**config.mk**
```make
export PLATFORM = sky130hd
export DESIGN_NAME = wb_hram_arbiter
export DESIGN_NICKNAME = d
export VERILOG_FILES = /design/src/rtl/wb_hram_arbiter.sv
export SDC_FILE = /design/constraint.sdc
export NUM_CORES = 1
export LEC_CHECK = 0
export ABC_AREA = 1
export CELL_PAD_IN_SITES_DETAIL_PLACEMENT = 0
export CELL_PAD_IN_SITES_GLOBAL_PLACEMENT = 1
export CORE_MARGIN = 5
export CORE_UTILIZATION = 12
export DETAILED_ROUTE_END_ITERATION = 10
export MAX_ROUTING_LAYER = met4
export PLACE_DENSITY = 0.95
export SLEW_MARGIN = 20
export SYNTH_ARGS = -nofsm -noshare
export SYNTH_HDL_FRONTEND = slang
export SYNTH_SLANG_ARGS = --single-unit
```
**constraint.sdc**
```tcl
create_clock -name wb_clk_i -period 3.6 [get_ports wb_clk_i]
set_clock_uncertainty 0.1 [all_clocks]
set_input_delay 0.72 -clock wb_clk_i [delete_from_list [all_inputs] [get_ports wb_clk_i]]
set_output_delay 0.72 -clock wb_clk_i [all_outputs]
set_load 0.1 [all_outputs]
```
**src/rtl/wb_hram_arbiter.sv**
```systemverilog
// Round-robin Wishbone N:1 arbiter in front of the HyperRAM data port; grants last a whole cyc tenure.
// Optional hung-slave timeout (and timeout_o port) is enabled by defining WB_HRAM_ARB_TIMEOUT_EN.
module wb_hram_arbiter #(
  parameter int NM = 3,
  parameter int AW = 32,
  parameter int DW = 32
`ifdef WB_HRAM_ARB_TIMEOUT_EN
  ,
  parameter int TIMEOUT = 1023
`endif
) (
  input  logic                   wb_clk_i,
  input  logic                   wb_rst_i,
  input  logic [NM-1:0]          m_cyc_i,
  input  logic [NM-1:0]          m_stb_i,
  input  logic [NM-1:0]          m_we_i,
  input  logic [NM*AW-1:0]       m_adr_i,
  input  logic [NM*DW-1:0]       m_dat_i,
  input  logic [NM*(DW/8)-1:0]   m_sel_i,
  input  logic [NM*3-1:0]        m_cti_i,
  input  logic [NM*2-1:0]        m_bte_i,
  output logic [DW-1:0]          m_dat_o,
  output logic [NM-1:0]          m_ack_o,
  output logic [NM-1:0]          m_err_o,
  output logic                   s_cyc_o,
  output logic                   s_stb_o,
  output logic                   s_we_o,
  output logic [AW-1:0]          s_adr_o,
  output logic [DW-1:0]          s_dat_o,
  output logic [DW/8-1:0]        s_sel_o,
  output logic [2:0]             s_cti_o,
  output logic [1:0]             s_bte_o,
  input  logic [DW-1:0]          s_dat_i,
  input  logic                   s_ack_i,
  input  logic                   s_err_i,
  output logic [NM-1:0]          grant_o,
  output logic                   busy_o
`ifdef WB_HRAM_ARB_TIMEOUT_EN
  ,
  output logic                   timeout_o
`endif
);

  localparam int SW = DW / 8;
  localparam int PW = (NM > 1) ? $clog2(NM) : 1;

  typedef enum logic {IDLE = 1'b0, GRANT = 1'b1} state_t;

  state_t          state_r;
  logic [NM-1:0]   grant_r;
  logic [PW-1:0]   gidx_r;
  logic [PW-1:0]   ptr_r;
  logic            busy_r;
  logic [PW-1:0]   next_idx_s;
  logic [PW-1:0]   wrap_idx_s;
  logic            found_s;
  logic            live_s;
  logic            pass_s;
  logic            blk_s;
  logic            hit_s;

  logic [AW-1:0]   adr_a [NM];
  logic [DW-1:0]   dat_a [NM];
  logic [SW-1:0]   sel_a [NM];
  logic [2:0]      cti_a [NM];
  logic [1:0]      bte_a [NM];
  logic [PW-1:0]   cand_s [NM];

  function automatic logic [NM-1:0] onehot(input logic [PW-1:0] idx);
    logic [NM-1:0] v;
    v      = {NM{1'b0}};
    v[idx] = 1'b1;
    return v;
  endfunction

  for (genvar i = 0; i < NM; i++) begin : g_unpack
    assign adr_a[i]  = m_adr_i[i*AW +: AW];
    assign dat_a[i]  = m_dat_i[i*DW +: DW];
    assign sel_a[i]  = m_sel_i[i*SW +: SW];
    assign cti_a[i]  = m_cti_i[i*3 +: 3];
    assign bte_a[i]  = m_bte_i[i*2 +: 2];
    assign cand_s[i] = PW'((int'(ptr_r) + i) % NM);
  end

  assign found_s    = |m_cyc_i;
  assign wrap_idx_s = (gidx_r == PW'(NM - 1)) ? {PW{1'b0}} : gidx_r + PW'(1);
  assign live_s     = (state_r == GRANT) && !wb_rst_i;
  assign pass_s     = live_s && m_cyc_i[gidx_r] && !blk_s;
  assign m_dat_o    = s_dat_i;
  assign grant_o    = grant_r;
  assign busy_o     = busy_r;

  // Round-robin pick: scanning backwards leaves the first requester at or after ptr.
  always_comb begin
    next_idx_s = ptr_r;
    for (int k = NM - 1; k >= 0; k--) begin
      next_idx_s = m_cyc_i[cand_s[k]] ? cand_s[k] : next_idx_s;
    end
  end

  // Tenure FSM: grant on any request, release when the granted master drops cyc.
  always_ff @(posedge wb_clk_i) begin
    if (wb_rst_i) begin
      state_r <= IDLE;
      grant_r <= {NM{1'b0}};
      gidx_r  <= {PW{1'b0}};
      ptr_r   <= {PW{1'b0}};
      busy_r  <= 1'b0;
    end else begin
      case (state_r)
        IDLE: begin
          if (found_s) begin
            state_r <= GRANT;
            gidx_r  <= next_idx_s;
            grant_r <= onehot(next_idx_s);
            busy_r  <= 1'b1;
          end else begin
            state_r <= IDLE;
          end
        end
        GRANT: begin
          if (!m_cyc_i[gidx_r]) begin
            state_r <= IDLE;
            grant_r <= {NM{1'b0}};
            busy_r  <= 1'b0;
            ptr_r   <= wrap_idx_s;
          end else begin
            state_r <= GRANT;
          end
        end
        default: begin
          state_r <= IDLE;
          grant_r <= {NM{1'b0}};
          busy_r  <= 1'b0;
        end
      endcase
    end
  end

  // Slave-side mux of the granted master, forced idle when not passing through.
  always_comb begin
    if (pass_s) begin
      s_cyc_o = 1'b1;
      s_stb_o = m_stb_i[gidx_r];
      s_we_o  = m_we_i[gidx_r];
      s_adr_o = adr_a[gidx_r];
      s_dat_o = dat_a[gidx_r];
      s_sel_o = sel_a[gidx_r];
      s_cti_o = cti_a[gidx_r];
      s_bte_o = bte_a[gidx_r];
    end else begin
      s_cyc_o = 1'b0;
      s_stb_o = 1'b0;
      s_we_o  = 1'b0;
      s_adr_o = {AW{1'b0}};
      s_dat_o = {DW{1'b0}};
      s_sel_o = {SW{1'b0}};
      s_cti_o = 3'b000;
      s_bte_o = 2'b00;
    end
  end

  // Route ack/err back to the granted master only.
  always_comb begin
    m_ack_o = {NM{1'b0}};
    m_err_o = {NM{1'b0}};
    if (live_s) begin
      m_ack_o[gidx_r] = s_ack_i && !blk_s;
      m_err_o[gidx_r] = (s_err_i && !blk_s) || hit_s;
    end else begin
      m_ack_o = {NM{1'b0}};
      m_err_o = {NM{1'b0}};
    end
  end

`ifdef WB_HRAM_ARB_TIMEOUT_EN
  localparam int CW = $clog2(TIMEOUT + 1);

  logic [CW-1:0] cnt_r;
  logic          abort_r;
  logic          timeout_r;

  // Hit is computed from the master's raw request so it cannot loop through s_cyc_o.
  assign hit_s     = live_s && m_cyc_i[gidx_r] && m_stb_i[gidx_r] && !abort_r &&
                     !s_ack_i && !s_err_i && (cnt_r == CW'(TIMEOUT - 1));
  assign blk_s     = abort_r || hit_s;
  assign timeout_o = timeout_r;

  // Stall counter and abort latch; abort holds until the tenure ends.
  always_ff @(posedge wb_clk_i) begin
    if (wb_rst_i) begin
      cnt_r     <= {CW{1'b0}};
      abort_r   <= 1'b0;
      timeout_r <= 1'b0;
    end else begin
      if (state_r != GRANT) begin
        cnt_r   <= {CW{1'b0}};
        abort_r <= 1'b0;
      end else if (hit_s) begin
        cnt_r   <= {CW{1'b0}};
        abort_r <= 1'b1;
      end else if (s_ack_i || s_err_i) begin
        cnt_r   <= {CW{1'b0}};
      end else if (pass_s && m_stb_i[gidx_r]) begin
        cnt_r   <= cnt_r + CW'(1);
      end else begin
        cnt_r   <= cnt_r;
      end
      timeout_r <= timeout_r || hit_s;
    end
  end
`else
  assign hit_s = 1'b0;
  assign blk_s = 1'b0;
`endif

endmodule

```
==> metrics.cfg <==
[timing]
slew_violations=0
fin_ws_ps=185
fin_crit_sh=0.949
final_hold_viol_count=0
timing.final.setup_violations=0
worst_hold_slack_ps=362
grt_setup_unrepaired=no
tightest_slew_margin_relative_to_the_limit=0.345
finalSetupTns_ps=0
achievable-frequency_mhz=293
max_slew.worst_pin.slew_ps=979
layout_min_cycle_time_ps=3420

[yosys]
synth_async_sr_flop_share=0
synth_cell_types=20
syn_nets=730
yosys.area_share.xor_xnor=0
synthesis.area_per_instance_sq_um=5.00
synth_warnings=0
yosys-top-cells-count=sky130_fd_sc_hd__nand2_1, sky130_fd_sc_hd__a31oi_1, sky130_fd_sc_hd__buf_4
netlist.area_leader.share=0.407
share_of_cell_area_taken_by_muxes_after_synthesis=0
synthDominantAreaCellType=sky130_fd_sc_hd__nand2_1
yosys.area_share.simple=0.465
dominant_combinational_cell_family_by_area_after_synthesis=simple AND/OR/NAND/NOR gates
yosysMostFrequentCell=sky130_fd_sc_hd__nand2_1
ys_ff_latch=9
synth_edf_count=0
synth-compound-area-share=0.240
synthCells=463
share_of_synthesized_cell_area_in_full_adder_half_adder_and_majority_cells=0.0162
synth-main-ff-cell=sky130_fd_sc_hd__dfxtp_1
mappedNetlistArea_sq_um=2320
synth_top_cells_by_area=sky130_fd_sc_hd__nand2_1, sky130_fd_sc_hd__a31oi_1, sky130_fd_sc_hd__buf_4
seq_area_frac_synth=0.0778

[layout]
fraction_of_final_layout_cells_with_drive_strength_greater_than_1=0.147
fin_cells=987
final_core_util=0.344
flow.area_growth_from_synthesis_pct=179
antenna_cells_inserted=0
finish.instance_area_sq_um=6470
design.final.nets=995
num-fill-cells=1952

[die]
die_height_microns=149
die-area_sq_um=22200
ioPinCount=382
starting_density=0.123
die_width_microns=149
design.core.area_sq_um=18800
std_cell_rows=50

[clocking]
cts-buffers-inserted=3
clockRootBuffer=sky130_fd_sc_hd__clkbuf_16
tritoncts_clock_tree=done
cts_hold_repair.buffers=0
cts_resized=0
cts-root-to-sink-buffers=2
worst_setup_hold_path_clk_slew_ps=40
postCtsSetupBuffers=0
clock_insertion_delay_worst_skew_ps=240
cts_sinks=9
htree_levels=1

[global_routing]
grt_first_pass_wirelength_mm=23.3
grt_overflow_total=0
grt_start_max_net_pins=77
number_of_global_route_vias_before_repair=4039
grt_antenna_before_repair=0
grt_usage=0.136

[placement]
io_buffers=317
placement.cell_area_sq_um=6390
post-place-ws_ps=234
place_inst=983
placed_wire_length_estimate_after_detailed_placement_mm=13.7
gp_congestion=0.909

[power_and_ir_drop]
power_density_nw_per_um2=322
swShare=0.567
power_frac_seq=0.068
pwr-share-clk=0.097
leakagePower_nw=2.41
ir_worst_vdd_v=0.000141
design_power_total_mw=2.08
pwr-share-comb=0.835
switchingPower_mw=1.18
cellInternalPower_uw=903

[worst_setup_path]
critPathRequiredTime_ps=2780
cp_slowest_stage_delay_ps=550
cp_num_cells=6
worst_setup_path_start_kind=primary input
crit_buf_inv=3
critical_path.slowest_cell=sky130_fd_sc_hd__clkdlybuf4s50_1
timing.critical_path.arrival_ps=2600
critPathCaptureType=output port
crit_path_max_fanout=37
crit_chain=clkdlybuf4s50_1, nor2_1, nand2_4, buf_4, a31oi_1, buf_12
reg2regPathDepth=8
critical_path_type=primary input to output port
critPathTopFamily=buffers and inverters

[run]
drv.max_cap_violation_count=0

[hold_path]
whs_path_depth=2
hold_class=flop to flop

[routing]
drt-vias-per-instance=4.11
met1_length_mm=6.19
finalWirelength_mm=16.1
wl_met2_mm=8.56
ant_nets=0
drt_iter0_markers=130
number_of_drc_violations_after_detailed_routing=0
detailroute.wirelength.met3_mm=1.24
dr.pass1.iters=4
wire_per_inst_microns=16.4
vias=4057
maxUsedRoutingLayer=met4

[run_status]
outcome=complete, no violations

-- layout by cell type (no fill, tap or decap), drive strengths merged --
master         synthesis  final
and2                   1      1
inv                   18     18
clkbuf                16      4
a211oi                 1      1
nand2                252    252
nand4                  3      3
dfxtp                  9      9
a22oi                  1      1
clkdlybuf4s50          0    235
buf                   48     89
nor2                  14     14
ha                     3      3
o21ai                  4      4
nand3                  9      9
a21oi                  8      8
a31oi                 76     76
-- state kept, by name (all words and copies together), names as in the netlist --
register / cells
ptr_r: 2
gidx_r: 2
grant_o: 3
busy_o: 1
state_r: 1
-- worst min-delay path, stage by stage (launching register included) --
cell                      delay (ps)
sky130_fd_sc_hd__dfxtp_1         300
sky130_fd_sc_hd__nand2_1          60
sky130_fd_sc_hd__a21oi_1          50
-- logic make-up after synthesis --
group                      count (synthesis)
DFF                                        9
adders and majority gates                  3
AOI/OAI and AO/OA                         90
and+or+nand+nor                          279
buffers and inverters                     82
-- worst paths after layout --
kind / from / endpoint / slack (ps)
setup / recovery: wb_rst_i / s_adr_o[4] / 180
setup reg to reg: ptr_r[0] / gidx_r[1] / 1550
hold reg to reg: grant_o[2] / grant_o[2] / 360
hold / removal: grant_o[2] / grant_o[2] / 360
-- metal layers --
metal	up-vias	GRT usage
li1	2024	-
met1	1802	0.157
met2	222	0.247
met3	9	0.0301
met4	0	0.0211
met5	-	-
-- power groups by stage --
stage | logic [mW] | clock network, mW | registers (mW)
after floorplan | 1.12 | 0 | 0.207
after global placement | 1.75 | 0 | 0.143
after detailed placement | 1.75 | 0 | 0.143
after CTS | 1.75 | 0.206 | 0.142
after global routing | 1.85 | 0.209 | 0.146
final | 1.74 | 0.201 | 0.143
-- area by class of cell --
type,instances,area [sq um],area share
flip-flops and latches,9,180,0.0278
clock buffers,4,78.8,0.0122
multi-input cells,372,1750,0.270
well taps,260,325,0.0503
inverters,18,67.6,0.0104
repair buffers,324,4070,0.629
Power figures use the tool's default switching activity.
